--- src/rtl/fetch_unit.sv ---
// Instruction fetch stage: owns the PC, issues one read per cycle to a 1-cycle
// synchronous memory, and buffers returned words in a 2-entry tagged queue.
module fetch_unit #(
    parameter logic [31:0] RESET_PC = 32'h0000_0000,
    parameter int          QDEPTH   = 2
) (
    input  logic        clk,
    input  logic        rst_n,
    output logic [31:0] imem_raddr,
    output logic        imem_ren,
    input  logic [31:0] imem_rdata,
    input  logic        redirect_valid,
    input  logic [31:0] redirect_pc,
    output logic        out_valid,
    input  logic        out_ready,
    output logic [31:0] out_inst,
    output logic [31:0] out_pc
);

    typedef struct packed {
        logic [31:0] inst;
        logic [31:0] pc;
    } entry_t;

    entry_t [QDEPTH-1:0] ent_q;
    logic [31:0]         fetch_pc_q, fetch_pc_d;
    logic                inflight_q;
    logic [31:0]         inflight_pc_q;
    logic [1:0]          occ_q, occ_d;
    logic                wptr_q, wptr_d;
    logic                rptr_q, rptr_d;
    logic                pop, push, issue;

    assign out_valid = (occ_q != 2'd0) & ~redirect_valid;
    assign out_inst  = ent_q[rptr_q].inst;
    assign out_pc    = ent_q[rptr_q].pc;
    assign pop       = out_valid & out_ready;
    // Data arriving during a redirect belongs to the abandoned path.
    assign push      = inflight_q & ~redirect_valid;

    // Reservation counts the in-flight word so the queue can never overflow;
    // gating with rst_n keeps the port quiet while reset is asserted.
    assign issue = rst_n & (redirect_valid |
                   (({1'b0, occ_q} + {2'b00, inflight_q}) < (3'd2 + {2'b00, pop})));
    assign imem_ren = issue;

    always_comb begin
        imem_raddr = fetch_pc_q;
        if (!rst_n)
            imem_raddr = RESET_PC;
        else if (redirect_valid)
            imem_raddr = redirect_pc & 32'hFFFF_FFFC;
    end

    always_comb begin
        fetch_pc_d = fetch_pc_q;
        occ_d      = occ_q;
        wptr_d     = wptr_q;
        rptr_d     = rptr_q;
        if (issue)
            fetch_pc_d = imem_raddr + 32'd4;
        if (redirect_valid) begin
            occ_d  = 2'd0;
            wptr_d = 1'b0;
            rptr_d = 1'b0;
        end else begin
            occ_d = occ_q + {1'b0, push} - {1'b0, pop};
            if (push)
                wptr_d = ~wptr_q;
            if (pop)
                rptr_d = ~rptr_q;
        end
    end

    always_ff @(posedge clk or negedge rst_n) begin
        if (!rst_n) begin
            fetch_pc_q    <= RESET_PC;
            inflight_q    <= 1'b0;
            inflight_pc_q <= 32'd0;
            occ_q         <= 2'd0;
            wptr_q        <= 1'b0;
            rptr_q        <= 1'b0;
            ent_q         <= '0;
        end else begin
            fetch_pc_q <= fetch_pc_d;
            inflight_q <= issue;
            occ_q      <= occ_d;
            wptr_q     <= wptr_d;
            rptr_q     <= rptr_d;
            if (issue)
                inflight_pc_q <= imem_raddr;
            if (push)
                ent_q[wptr_q] <= '{inst: imem_rdata, pc: inflight_pc_q};
        end
    end

endmodule

--- config.mk ---
export PLATFORM = sky130hd
export DESIGN_NAME = fetch_unit
export DESIGN_NICKNAME = d
export VERILOG_FILES = /design/src/rtl/fetch_unit.sv
export SDC_FILE = /design/constraint.sdc
export NUM_CORES = 1
export LEC_CHECK = 0
export BUFFER_PORTS_ARGS = -buffer_cell sky130_fd_sc_hd__buf_4
export CORE_MARGIN = 2
export CORE_UTILIZATION = 60
export CTS_CLUSTER_SIZE = 24
export DETAILED_ROUTE_END_ITERATION = 7
export PLACE_DENSITY = 0.85
export SLEW_MARGIN = 20
export SYNTH_ARGS = -nofsm -noshare
export SYNTH_HDL_FRONTEND = slang
export SYNTH_SLANG_ARGS = --single-unit
--- constraint.sdc ---
create_clock -name clk -period 6.6 [get_ports clk]
set_clock_uncertainty 0.15 [all_clocks]
set_input_delay 0.66 -clock clk [delete_from_list [all_inputs] [get_ports clk]]
set_output_delay 0.66 -clock clk [all_outputs]
set_load 0.01 [all_outputs]
# Word level (Yosys, flattened, before mapping)
# Index checks and enable logic that the tools add are counted.
[op_classes]
add_sub_neg = 5
mul = 0
div = 0
order_cmp = 4
eq_ne = 0
shift = 0
n_mux = 12
bitwise_logic = 8
reduce_logical = 4
[op_table]
columns = ["operator", "n"]
rows = [
  ["64-bit two-way mux", 3],
  ["128-bit bitwise mux", 1],
  ["64-bit demux with 1-bit select", 1],
  ["32-bit two-way mux", 2],
  ["32-bit by 3-bit adder with 32-bit output, second input constant", 1],
  ["2-bit nonzero test", 3],
  ["1-bit bitwise AND", 4],
  ["1-bit by 2-bit less-than comparator with 1-bit output, second input constant", 2],
  ["1-bit two-way mux", 4],
  ["2-bit by 1-bit adder with 3-bit output", 1],
  ["2-bit by 1-bit adder with 3-bit output, first input constant", 1],
  ["3-bit less-than comparator", 1],
  ["1-bit NOT", 3],
  ["2-bit by 1-bit adder with 2-bit output", 1],
  ["2-bit two-way mux", 1],
  ["2-bit by 1-bit subtractor with 2-bit output", 1],
  ["1-bit greater-or-equal comparator, second input constant", 1],
  ["1-bit logical AND", 1],
  ["1-bit OR", 1],
]
[word_totals]
reg_bits = 197
latchBits = 0
ramBits = 0
rom_bits = 0
inputBits = 68
output_inout_bits = 98
elab_cells = 43
n_memories = 0

# Depth between registers and ports, before layout
# Gate-level depths: netlist of run 1.
[logic_depth]
word_depth = 7
depth_mapped = 14
mapped_depth_nobuf = 8

# Worst setup path after synthesis of run 1
# No wires, ideal clock.
[synth_timing]
path_kind = "input-to-reg"
startpoint = "in redirect_valid"
endpoint = "reg fetch_pc_q[26]"
setup_ns = 0.132
arrival_time_ns = 3.282
required_time_ns = 6.318
slack_ns = 3.036
path_stages = 14
path_buffers = 6
cell_sequence = "buf_4 -> buf_4 -> buf_2 -> buf_4 -> buf_2 -> buf_2 -> mux2i_1 -> nor2_1 -> ha_1 -> nand4_1 -> nor4_2 -> nand4_1 -> xnor2_1 -> o21ai_1"
[synth_via]
word_cells_on_any_way = 10
cone_classes = "add/sub (2); order compare (1); mux (2); bitwise (5)"
[synth_rtl]
columns = ["item", "line_no", "source"]
rows = [
  ["start: declaration", "12", "input logic redirect_valid,"],
  ["32-bit two-way mux", "51", "else if (redirect_valid)"],
  ["32-bit two-way mux", "49", "if (!rst_n)"],
  ["named net imem_raddr[2]", "9", "output logic [31:0] imem_raddr,"],
  ["32-bit by 3-bit adder with 32-bit output", "61", "fetch_pc_d = imem_raddr + 32'd4;"],
  ["end signal: assignment", "85", "fetch_pc_q <= fetch_pc_d;"],
  ["end: declaration", "26", "logic [31:0] fetch_pc_q, fetch_pc_d;"],
]
# The timed path passes the listed nets, and every way through them passes these cells.
# A chain may end at the register's enable or synchronous reset.

# Final worst setup path of run 1
[layout_timing]
startpoint = "in rst_n"
endpoint = "reg fetch_pc_q[30]"
[layout_via]
elab_chain_len = 2
word_cells_on_any_way = 3
cone_classes = "add/sub (1); mux (1); bitwise (1)"
[layout_lines]
columns = ["item", "line_no", "source"]
rows = [
  ["start: declaration", "8", "input logic rst_n,"],
  ["32-bit two-way mux", "49", ""],
  ["32-bit by 3-bit adder with 32-bit output", "61", ""],
]
# Several ways; a longest one is shown, not always the timed one.

==> impl_metrics.env, run 1 <==
export IMPL_status="complete, no violations"
export IMPL_drive_gt1_share_pct=34.47
export IMPL_drt_wirelength_per_cell_um=17.51
export IMPL_regToRegEndpoint="inflight_pc_q[3]$_DFFE_PN0P_"
export IMPL_synthTopCellsByArea="dfrtp_1 (53%), mux2_2 (14%), mux2_1 (10%)"
export IMPL_synth_top_area_share_pct=52.77
export IMPL_ys_seq_elements=195
export IMPL_final_cell_mix="dfrtp_1 (194), buf_4 (170), nand2_1 (114), mux2_2 (114), mux2_1 (85)"
export IMPL_seq_area_frac_synth_pct=52.77
export IMPL_synthArstFlopShare_pct=100.0
export IMPL_die_x_um=128.1
export IMPL_power_density_mw_per_mm2=342.7
export IMPL_final_area_mm2=0.01118
export IMPL_path_clk_slew_ps=70
export IMPL_timing_rr_start="inflight_q$_DFF_PN0_"
export IMPL_p_leak_uw=0.005398
export IMPL_place_area_mm2=0.01060
export IMPL_synthCells=781
export IMPL_die_area_mm2=0.01642
export IMPL_syn_area_mm2=0.009246
export IMPL_clock_latency_ps=430
export IMPL_tightest_slew_ps=935.1
export IMPL_fp_row_count=45
export IMPL_yosysWarnings=0
export IMPL_cts_sinks=195
export IMPL_synth_ff_type="dfrtp_1"
export IMPL_dp_hpwl_mm=13.03
export IMPL_synth_area_per_cell_um2=11.84
export IMPL_antenna_diode_count=0
export IMPL_cts_max_level=4
export IMPL_syn_nets=854
export IMPL_ir_drop_mv=0.2022
export IMPL_relSlewSlack_pct=37.66
export IMPL_grt_pass1_vias=6392
export IMPL_grt_pass1_wl_mm=32.24
export IMPL_initial_core_util_pct=61.05
export IMPL_portBuffers=163
export IMPL_pin_count=166
export IMPL_routed_wl_mm=19.75
export IMPL_postCtsSetupRepairBufs=0
export IMPL_synth_cell_types=40
export IMPL_cts_tree="yes"
export IMPL_ant_nets=0
export IMPL_period_minus_slack_ps=3524
export IMPL_startpoint="rst_n"
export IMPL_final_common_cell="dfrtp_1"
export IMPL_crit_fanout=91
export IMPL_max_clock_freq_ghz=0.2838
export IMPL_finalSetupViolations=0
export IMPL_cts_buffers=17
export IMPL_vias_per_cell=5.576
export IMPL_critPathCaptureType="flop"
export IMPL_synth_edf_count=0
export IMPL_power_uw=3832
export IMPL_fill_cells=1039
export IMPL_grt_usage_pct=25.09
export IMPL_startpoint_type="input pin"
export IMPL_critPathKind="in -> reg"
export IMPL_vias=6290
export IMPL_antenna_found_initial=0
export IMPL_area_growth_pct=20.96
export IMPL_hold_class="in -> async"
export IMPL_finalHoldViolations=0
export IMPL_cts_resized=0
export IMPL_reg2reg_slack_ps=3660
export IMPL_totalNegativeSetupSlack_ps=0
export IMPL_overflow=0
export IMPL_cp_required_ps=6730
export IMPL_placeableCoreArea_mm2=0.01515
export IMPL_post_route_drc_count=0
export IMPL_cts_root_buf="clkbuf_16"
export IMPL_drt_iter0_markers=334
export IMPL_synth_area_leader_cell="dfrtp_1"
export IMPL_clock_path_buffers=2
export IMPL_reg2regPathDepth=9
export IMPL_rsz0062_at_grt="false"
export IMPL_dieHeight_um=128.1
export IMPL_postCtsHoldBufs=0
export IMPL_cp_arrival_ps=3650
export IMPL_nets=1000
export IMPL_maxCapViolCount=0
export IMPL_final_max_slew_viol_count=0
export IMPL_gp_congestion=0.8173
export IMPL_first_pass_iters=4
export IMPL_fin_crit_sh_pct=53.40
export IMPL_grt_max_degree=96
power breakdown:
part | internal [µW] | leakage, µW | total (µW) | switching, µW
logic | 604 | 0.00262 | 1080 | 474
clock network | 581 | 0.000284 | 1020 | 441
registers | 1540 | 0.00250 | 1730 | 195
cells in the mapped netlist (5+ instances only):
| cell type | count |
|---|---|
| a21oi_1 | 5 |
| and3_1 | 6 |
| buf_2 | 16 |
| clkbuf_1 | 25 |
| dfrtp_1 | 195 |
| ha_1 | 5 |
| inv_1 | 14 |
| mux2_1 | 85 |
| mux2_2 | 114 |
| mux2i_1 | 21 |
| nand2_1 | 114 |
| nand2b_1 | 5 |
| nand3_1 | 12 |
| nand3b_1 | 5 |
| nand4_1 | 8 |
| nor2_1 | 32 |
| o21ai_0 | 13 |
| o21ai_1 | 31 |
| xnor2_1 | 20 |
| xor2_1 | 12 |
how the worst max path moves through the flow:
| stage | endpoint | slack (ps) | cells past startpoint |
|---|---|---|---|
| 2_1_floorplan | fetch_pc_q[26]$_DFFE_PN0P_ | 3040 | 14 |
| 3_3_place_gp | fetch_pc_q[25]$_DFFE_PN0P_ | 2640 | 7 |
| 3_5_place_dp | fetch_pc_q[25]$_DFFE_PN0P_ | 2610 | 7 |
| 4_1_cts | fetch_pc_q[25]$_DFFE_PN0P_ | 3040 | 7 |
| 5_1_grt | fetch_pc_q[22]$_DFFE_PN0P_ | 2680 | 9 |
| 6_report | fetch_pc_q[30]$_DFFE_PN0P_ | 3080 | 9 |
flip-flops by register name, indices dropped and copies added (netlist names):
name	cells
inflight_q	1
fetch_pc_q	32
rptr_q	1
ent_q	128
inflight_pc_q	30
occ_q	2
wptr_q	1
area by class of cell:
class                      instances  area [µm²]  area share, %
tap                              188       235.2          2.103
inverter                          14       52.55         0.4699
sequential                       195        4881          43.64
timing repair buffer             171        1290          11.53
multi-input combinational        528        4136          36.98
clock buffer                      21       460.4          4.117
clock inverter                    11       128.9          1.152
cells by family after synthesis:
logic type                 count (synthesis)  synth area share (%)
muxes                                    220                 26.51
and+or+nand+nor                          207                 10.39
DFF                                      195                 52.77
AOI/OAI and AO/OA                         64                 3.924
buffers and inverters                     58                 2.693
xor gates and xnor gates                  32                 3.031
adders and majority gates                  5                0.6766
worst max-delay path, cell delays in order:
cell,delay [ps]
clkbuf_8,510
inv_1,570
nor2_1,360
ha_1,250
nand4_1,110
nor4_2,690
nand4_1,210
xor2_1,170
o21ai_1,80
through the flow:
stage	hold WS, ps	setup WS [ps]	instances	util (%)
floorplan	214.4	3036	781	-
global placement	306.7	2642	1096	69.95
finish	110.3	3076	1128	73.85
global route	160.9	2682	1128	73.85
detailed placement	320.8	2607	1096	69.95
CTS	133.8	3041	1128	73.85
routing by layer:
metal / vias up / wire length, µm / global-route usage (%)
met5: - / 0 / 0
met4: 0 / 264 / 7.951
met3: 23 / 810 / 4.508
met2: 155 / 9389 / 40.80
met1: 3105 / 9283 / 34.68
li1: 3007 / - / -
(Power assumes the default switching activity.)
==> inputs of run 2 (changes only) <==
Settings changed: CORE_UTILIZATION 60 to 56, PLACE_DENSITY 0.85 to 0.8.
Clock period 6.6 ns to 3.4 ns, I/O delays scaled along.
==> run 2 against run 1 <==
Compared with the run above: wire length up 3.7%; sequential share of layout area down 1.6 points; core utilization down 1.4 points; worst setup slack worse by 2700 ps; critical path depth down 3; largest power group unchanged; design area up 3.7%; global-route usage down 0.52 points; sequential power up 92%; register-to-register slack worse by 2800 ps; largest cell class unchanged; first-iteration DRC count up 9.0%; flip-flop and latch count unchanged.
==> impl_metrics.env, run 2 (synthesis gave the netlist of run 1 again) <==
export IMPL_fill_cells=1147
export IMPL_postCtsSetupRepairBufs=0
export IMPL_post_route_drc_count=0
export IMPL_area_growth_pct=25.43
export IMPL_rsz0062_at_grt="false"
export IMPL_cp_arrival_ps=2570
export IMPL_path_clk_slew_ps=60
export IMPL_final_cells=1195
export IMPL_regToRegEndpoint="fetch_pc_q[25]$_DFFE_PN0P_"
export IMPL_vias_per_cell=5.427
export IMPL_regMostFlops="ent_q"
export IMPL_maxCapViolCount=0
export IMPL_grt_max_degree=95
export IMPL_overflow=0
export IMPL_antenna_diode_count=0
export IMPL_placeableCoreArea_mm2=0.01600
export IMPL_initial_core_util_pct=57.79
export IMPL_totalNegativeSetupSlack_ps=0
export IMPL_min_path_cells=2
export IMPL_drive_gt1_share_pct=33.61
export IMPL_reg2reg_slack_ps=910
export IMPL_fin_crit_sh_pct=89.95
export IMPL_nets=1042
export IMPL_min_to="ent_q[107]$_DFFE_PN0P_"
export IMPL_final_util_pct=72.48
export IMPL_power_uw=7451
export IMPL_cts_resized=0
export IMPL_p_leak_uw=0.005575
export IMPL_clock_path_buffers=2
export IMPL_dp_cells=1134
export IMPL_final_max_slew_viol_count=0
export IMPL_cts_root_buf="clkbuf_16"
export IMPL_startpoint_type="input pin"
export IMPL_crit_fanout=41
export IMPL_die_area_mm2=0.01755
export IMPL_cts_sinks=195
export IMPL_finalHoldViolations=0
export IMPL_cts_tree="yes"
export IMPL_drt_wirelength_per_cell_um=17.14
export IMPL_ant_nets=0
export IMPL_die_x_um=132.5
export IMPL_grt_pass1_vias=6639
export IMPL_max_clock_freq_ghz=0.3270
export IMPL_largest_reg_flops=128
export IMPL_hold_path_startpoint="imem_rdata[11]"
export IMPL_portBuffers=163
export IMPL_final_cell_mix="dfrtp_1 (194), buf_4 (179), nand2_1 (114), mux2_2 (114), mux2_1 (85)"
export IMPL_dp_hpwl_mm=13.64
export IMPL_cts_max_level=4
export IMPL_relSlewSlack_pct=38.46
export IMPL_postCtsHoldBufs=31
export IMPL_grt_pass1_wl_mm=34.58
export IMPL_top_regs="ent_q x128, fetch_pc_q x32, inflight_pc_q x30"
export IMPL_finalSetupViolations=0
export IMPL_period_minus_slack_ps=3058
export IMPL_pin_count=166
export IMPL_vias=6485
export IMPL_final_common_cell="dfrtp_1"
export IMPL_cts_buffers=17
export IMPL_grt_usage_pct=24.56
export IMPL_tightest_slew_ps=923.1
export IMPL_dieHeight_um=132.5
export IMPL_ir_drop_mv=0.4365
export IMPL_power_density_mw_per_mm2=642.5
export IMPL_critPathCaptureType="output pin"
export IMPL_final_area_mm2=0.01160
export IMPL_routed_wl_mm=20.48
export IMPL_timing_rr_start="fetch_pc_q[10]$_DFFE_PN0P_"
export IMPL_place_area_mm2=0.01072
export IMPL_fp_row_count=46
export IMPL_critPathKind="in -> out"
export IMPL_hold_class="in -> reg"
export IMPL_reg2regPathDepth=6
export IMPL_startpoint="rst_n"
export IMPL_status="complete, no violations"
export IMPL_cp_required_ps=2910
export IMPL_first_pass_iters=5
export IMPL_drt_iter0_markers=364
export IMPL_gp_congestion=0.8400
export IMPL_antenna_found_initial=0
export IMPL_clock_latency_ps=420
## run 2: changes by cell type in the layout (fill, tap and decap cells not counted), sizes merged
| cell | previous run | this run |
|---|---|---|
| clkinvlp | 2 | 1 |
| dlygate4sd3 | 0 | 32 |
| clkbuf | 22 | 25 |
| clkinv | 6 | 2 |
| buf | 170 | 180 |
| inv | 15 | 14 |
## run 2: per-layer routing
layer / track usage (%) / routed length, µm / share of wire, % / up-vias
li1: - / - / - / 3084
met4: 6.631 / 243 / 1.2 / 0
met2: 39.06 / 9593 / 47 / 164
met1: 34.84 / 9613 / 47 / 3212
met5: 0 / 0 / 0 / -
met3: 4.789 / 1031 / 5.0 / 25
## run 2: layout make-up
type	instances	area, µm²	share of cell area [%]
repair buffers	213	1698	14.64
well taps	216	270.3	2.330
flip-flops and latches	195	4881	42.09
clock buffers	24	481.7	4.154
multi-input cells	528	4136	35.67
clock inverters	5	77.57	0.6689
inverters	14	52.55	0.4531
## run 2: critical path, cell delays in order
cell	delay, ps
dlygate4sd3_1	550
clkbuf_8	270
buf_4	510
o21ai_4	110
inv_1	530
buf_4	240
## run 2: worst max path at each step
stage                                 end  slack [ps]  depth (start not counted)
4_1_cts                          imem_ren         280                          6
3_3_place_gp   fetch_pc_q[25]$_DFFE_PN0P_         600                          7
5_1_grt                          imem_ren         140                          6
6_report                         imem_ren         340                          6
2_1_floorplan  fetch_pc_q[26]$_DFFE_PN0P_         160                         14
3_5_place_dp   fetch_pc_q[25]$_DFFE_PN0P_         540                          7
## run 2: stage by stage
step	hold slack (ps)	worst slack, ps
after floorplan	-105.6	156.4
after global placement	86.45	598.4
after detailed placement	88.70	543.7
after CTS	0.2163	280.8
after global routing	2.853	144.8
final	15.89	341.6
## run 2: power breakdown
part	leakage [µW]	switching (µW)	internal, µW
logic	0.00280	970	1210
registers	0.00250	348	2990
clock network	0.000272	806	1130
==> inputs of run 3 (changes only) <==
Settings changed: CORE_MARGIN 2 to 1.5, REMOVE_ABC_BUFFERS set to 1.
==> run 3 against run 2 <==
Compared with the run above: flip-flop and latch count did not move; design area rose by 0.37%; worst setup slack improved by 200 ps; highest routed layer unchanged.
==> impl_metrics.env, run 3 (synthesis gave the netlist of run 1 again) <==
export IMPL_cts_resized=0
export IMPL_antenna_diode_count=0
export IMPL_cts_root_buf="clkbuf_16"
export IMPL_cts_max_level=4
export IMPL_largest_reg_flops=128
export IMPL_final_common_cell="dfrtp_1"
export IMPL_vias=6398
export IMPL_maxCapViolCount=0
export IMPL_ant_nets=0
export IMPL_placeableCoreArea_mm2=0.01600
export IMPL_min_path_cells=4
export IMPL_postCtsHoldBufs=33
export IMPL_drt_wirelength_per_cell_um=16.91
export IMPL_totalNegativeSetupSlack_ps=0
export IMPL_ir_drop_mv=0.3930
export IMPL_cp_arrival_ps=2990
export IMPL_place_area_mm2=0.01067
export IMPL_regToRegEndpoint="fetch_pc_q[7]$_DFFE_PN0P_"
export IMPL_clock_latency_ps=430
export IMPL_min_to="rptr_q$_DFFE_PN0P_"
export IMPL_first_pass_iters=4
export IMPL_cts_buffers=17
export IMPL_crit_fanout=18
export IMPL_post_route_drc_count=0
export IMPL_grt_pass1_wl_mm=33.16
export IMPL_reg2regPathDepth=7
export IMPL_dp_hpwl_mm=13.00
export IMPL_rsz0062_at_grt="false"
export IMPL_drt_iter0_markers=333
export IMPL_grt_max_degree=95
export IMPL_path_clk_slew_ps=70
export IMPL_die_area_mm2=0.01729
export IMPL_relSlewSlack_pct=33.36
export IMPL_max_clock_freq_ghz=0.3494
export IMPL_critPathCaptureType="flop"
export IMPL_final_cell_mix="dfrtp_1 (194), buf_4 (175), nand2_1 (114), mux2_2 (114), mux2_1 (85)"
export IMPL_portBuffers=163
export IMPL_hold_path_startpoint="out_ready"
export IMPL_cp_required_ps=3530
export IMPL_overflow=0
export IMPL_final_max_slew_viol_count=0
export IMPL_tightest_slew_ps=999.7
export IMPL_finalHoldViolations=0
export IMPL_fin_crit_sh_pct=84.18
export IMPL_startpoint_type="input pin"
export IMPL_fp_row_count=46
export IMPL_grt_pass1_vias=6484
export IMPL_p_leak_uw=0.005586
export IMPL_nets=1038
export IMPL_top_regs="ent_q x128, fetch_pc_q x32, inflight_pc_q x30"
export IMPL_path_delay_family="simple AND/OR/NAND/NOR gates"
export IMPL_clock_path_buffers=2
export IMPL_area_growth_pct=25.89
export IMPL_finalSetupViolations=0
export IMPL_final_area_mm2=0.01164
export IMPL_final_util_pct=72.75
export IMPL_pin_count=166
export IMPL_regMostFlops="ent_q"
export IMPL_critPathKind="in -> reg"
export IMPL_period_minus_slack_ps=2862
export IMPL_drive_gt1_share_pct=33.84
export IMPL_status="complete, no violations"
export IMPL_grt_usage_pct=23.99
export IMPL_cp_slowest_stage_delay_ps=720
export IMPL_dieHeight_um=131.5
export IMPL_cpMaxStageDelayCell="or4b_1"
export IMPL_reg2reg_slack_ps=900
export IMPL_initial_core_util_pct=57.79
export IMPL_fill_cells=1122
export IMPL_timing_rr_start="inflight_q$_DFF_PN0_"
export IMPL_worstPathCellList="dlygate4sd3_1, clkbuf_8, inv_1, a211oi_2, or4b_1, nor4_2, xnor2_1, o21ai_1"
export IMPL_antenna_found_initial=0
export IMPL_cts_tree="yes"
export IMPL_vias_per_cell=5.358
export IMPL_power_density_mw_per_mm2=655.3
export IMPL_routed_wl_mm=20.19
export IMPL_hold_class="in -> reg"
export IMPL_postCtsSetupRepairBufs=0
export IMPL_gp_congestion=0.8002
export IMPL_cts_sinks=195
export IMPL_die_x_um=131.5
export IMPL_critPathBufInv=3
## run 3: changes by cell type in the layout (fill, tap and decap cells not counted)
cell           change
buf_4              -4
clkbuf_1           -4
inv_6              +3
bufinv_16          +2
clkbuf_8           -2
clkinv_4           +2
buf_12             -1
clkinvlp_4         +1
dfrtp_2            -1
dfrtp_4            +1
dlygate4sd3_1      +1
inv_8              +1
## run 3: worst max path at each step
stage          slack (ps)  depth (start not counted)            startpoint                       endpoint
6_report              540                          8                 rst_n     fetch_pc_q[25]$_DFFE_PN0P_
5_1_grt               360                          8                 rst_n     fetch_pc_q[21]$_DFFE_PN0P_
4_1_cts               530                          7  inflight_q$_DFF_PN0_                       imem_ren
3_5_place_dp          570                          7        redirect_valid     fetch_pc_q[25]$_DFFE_PN0P_
3_3_place_gp          580                          7        redirect_valid     fetch_pc_q[25]$_DFFE_PN0P_
2_1_floorplan       -2740                          7  inflight_q$_DFF_PN0_  inflight_pc_q[22]$_DFFE_PN0P_
## run 3: area by class of cell
cell class | count | area (µm²) | share of cell area, %
multi-input cells | 528 | 4136 | 35.54
flip-flops and latches | 195 | 4883 | 41.95
clock inverters | 14 | 200.2 | 1.720
repair buffers | 209 | 1658 | 14.24
clock buffers | 18 | 439.2 | 3.773
well taps | 216 | 270.3 | 2.322
inverters | 14 | 52.55 | 0.4515
## run 3: stage by stage
step	std cells	setup slack [ps]	hold WS, ps	power, µW
after detailed placement	1129	569.1	47.16	5483
after global placement	1129	580.7	46.04	5394
after CTS	1194	530.8	150.8	7687
after global routing	1194	361.2	194.1	8027
final	1194	537.8	166.8	7628
after floorplan	737	-2744	-105.6	4556
## run 3: worst min-delay path, stage by stage
cell     delay (ps)
buf_4            80
o21ai_1         100
xor2_1          140
nor2_1           40
## run 3: metal layers
| metal | share of wire, % | global-route usage (%) |
|---|---|---|
| met1 | 46 | 32.20 |
| met2 | 48 | 39.53 |
| met3 | 5.2 | 5.363 |
| met4 | 0.95 | 6.358 |
| met5 | 0 | 0 |
## run 3: power by group
part	total (µW)	switching, µW	internal [µW]
Clock	2150	887	1260
Sequential	3400	412	2990
Combinational	2080	881	1200
Total	7630	2180	5450
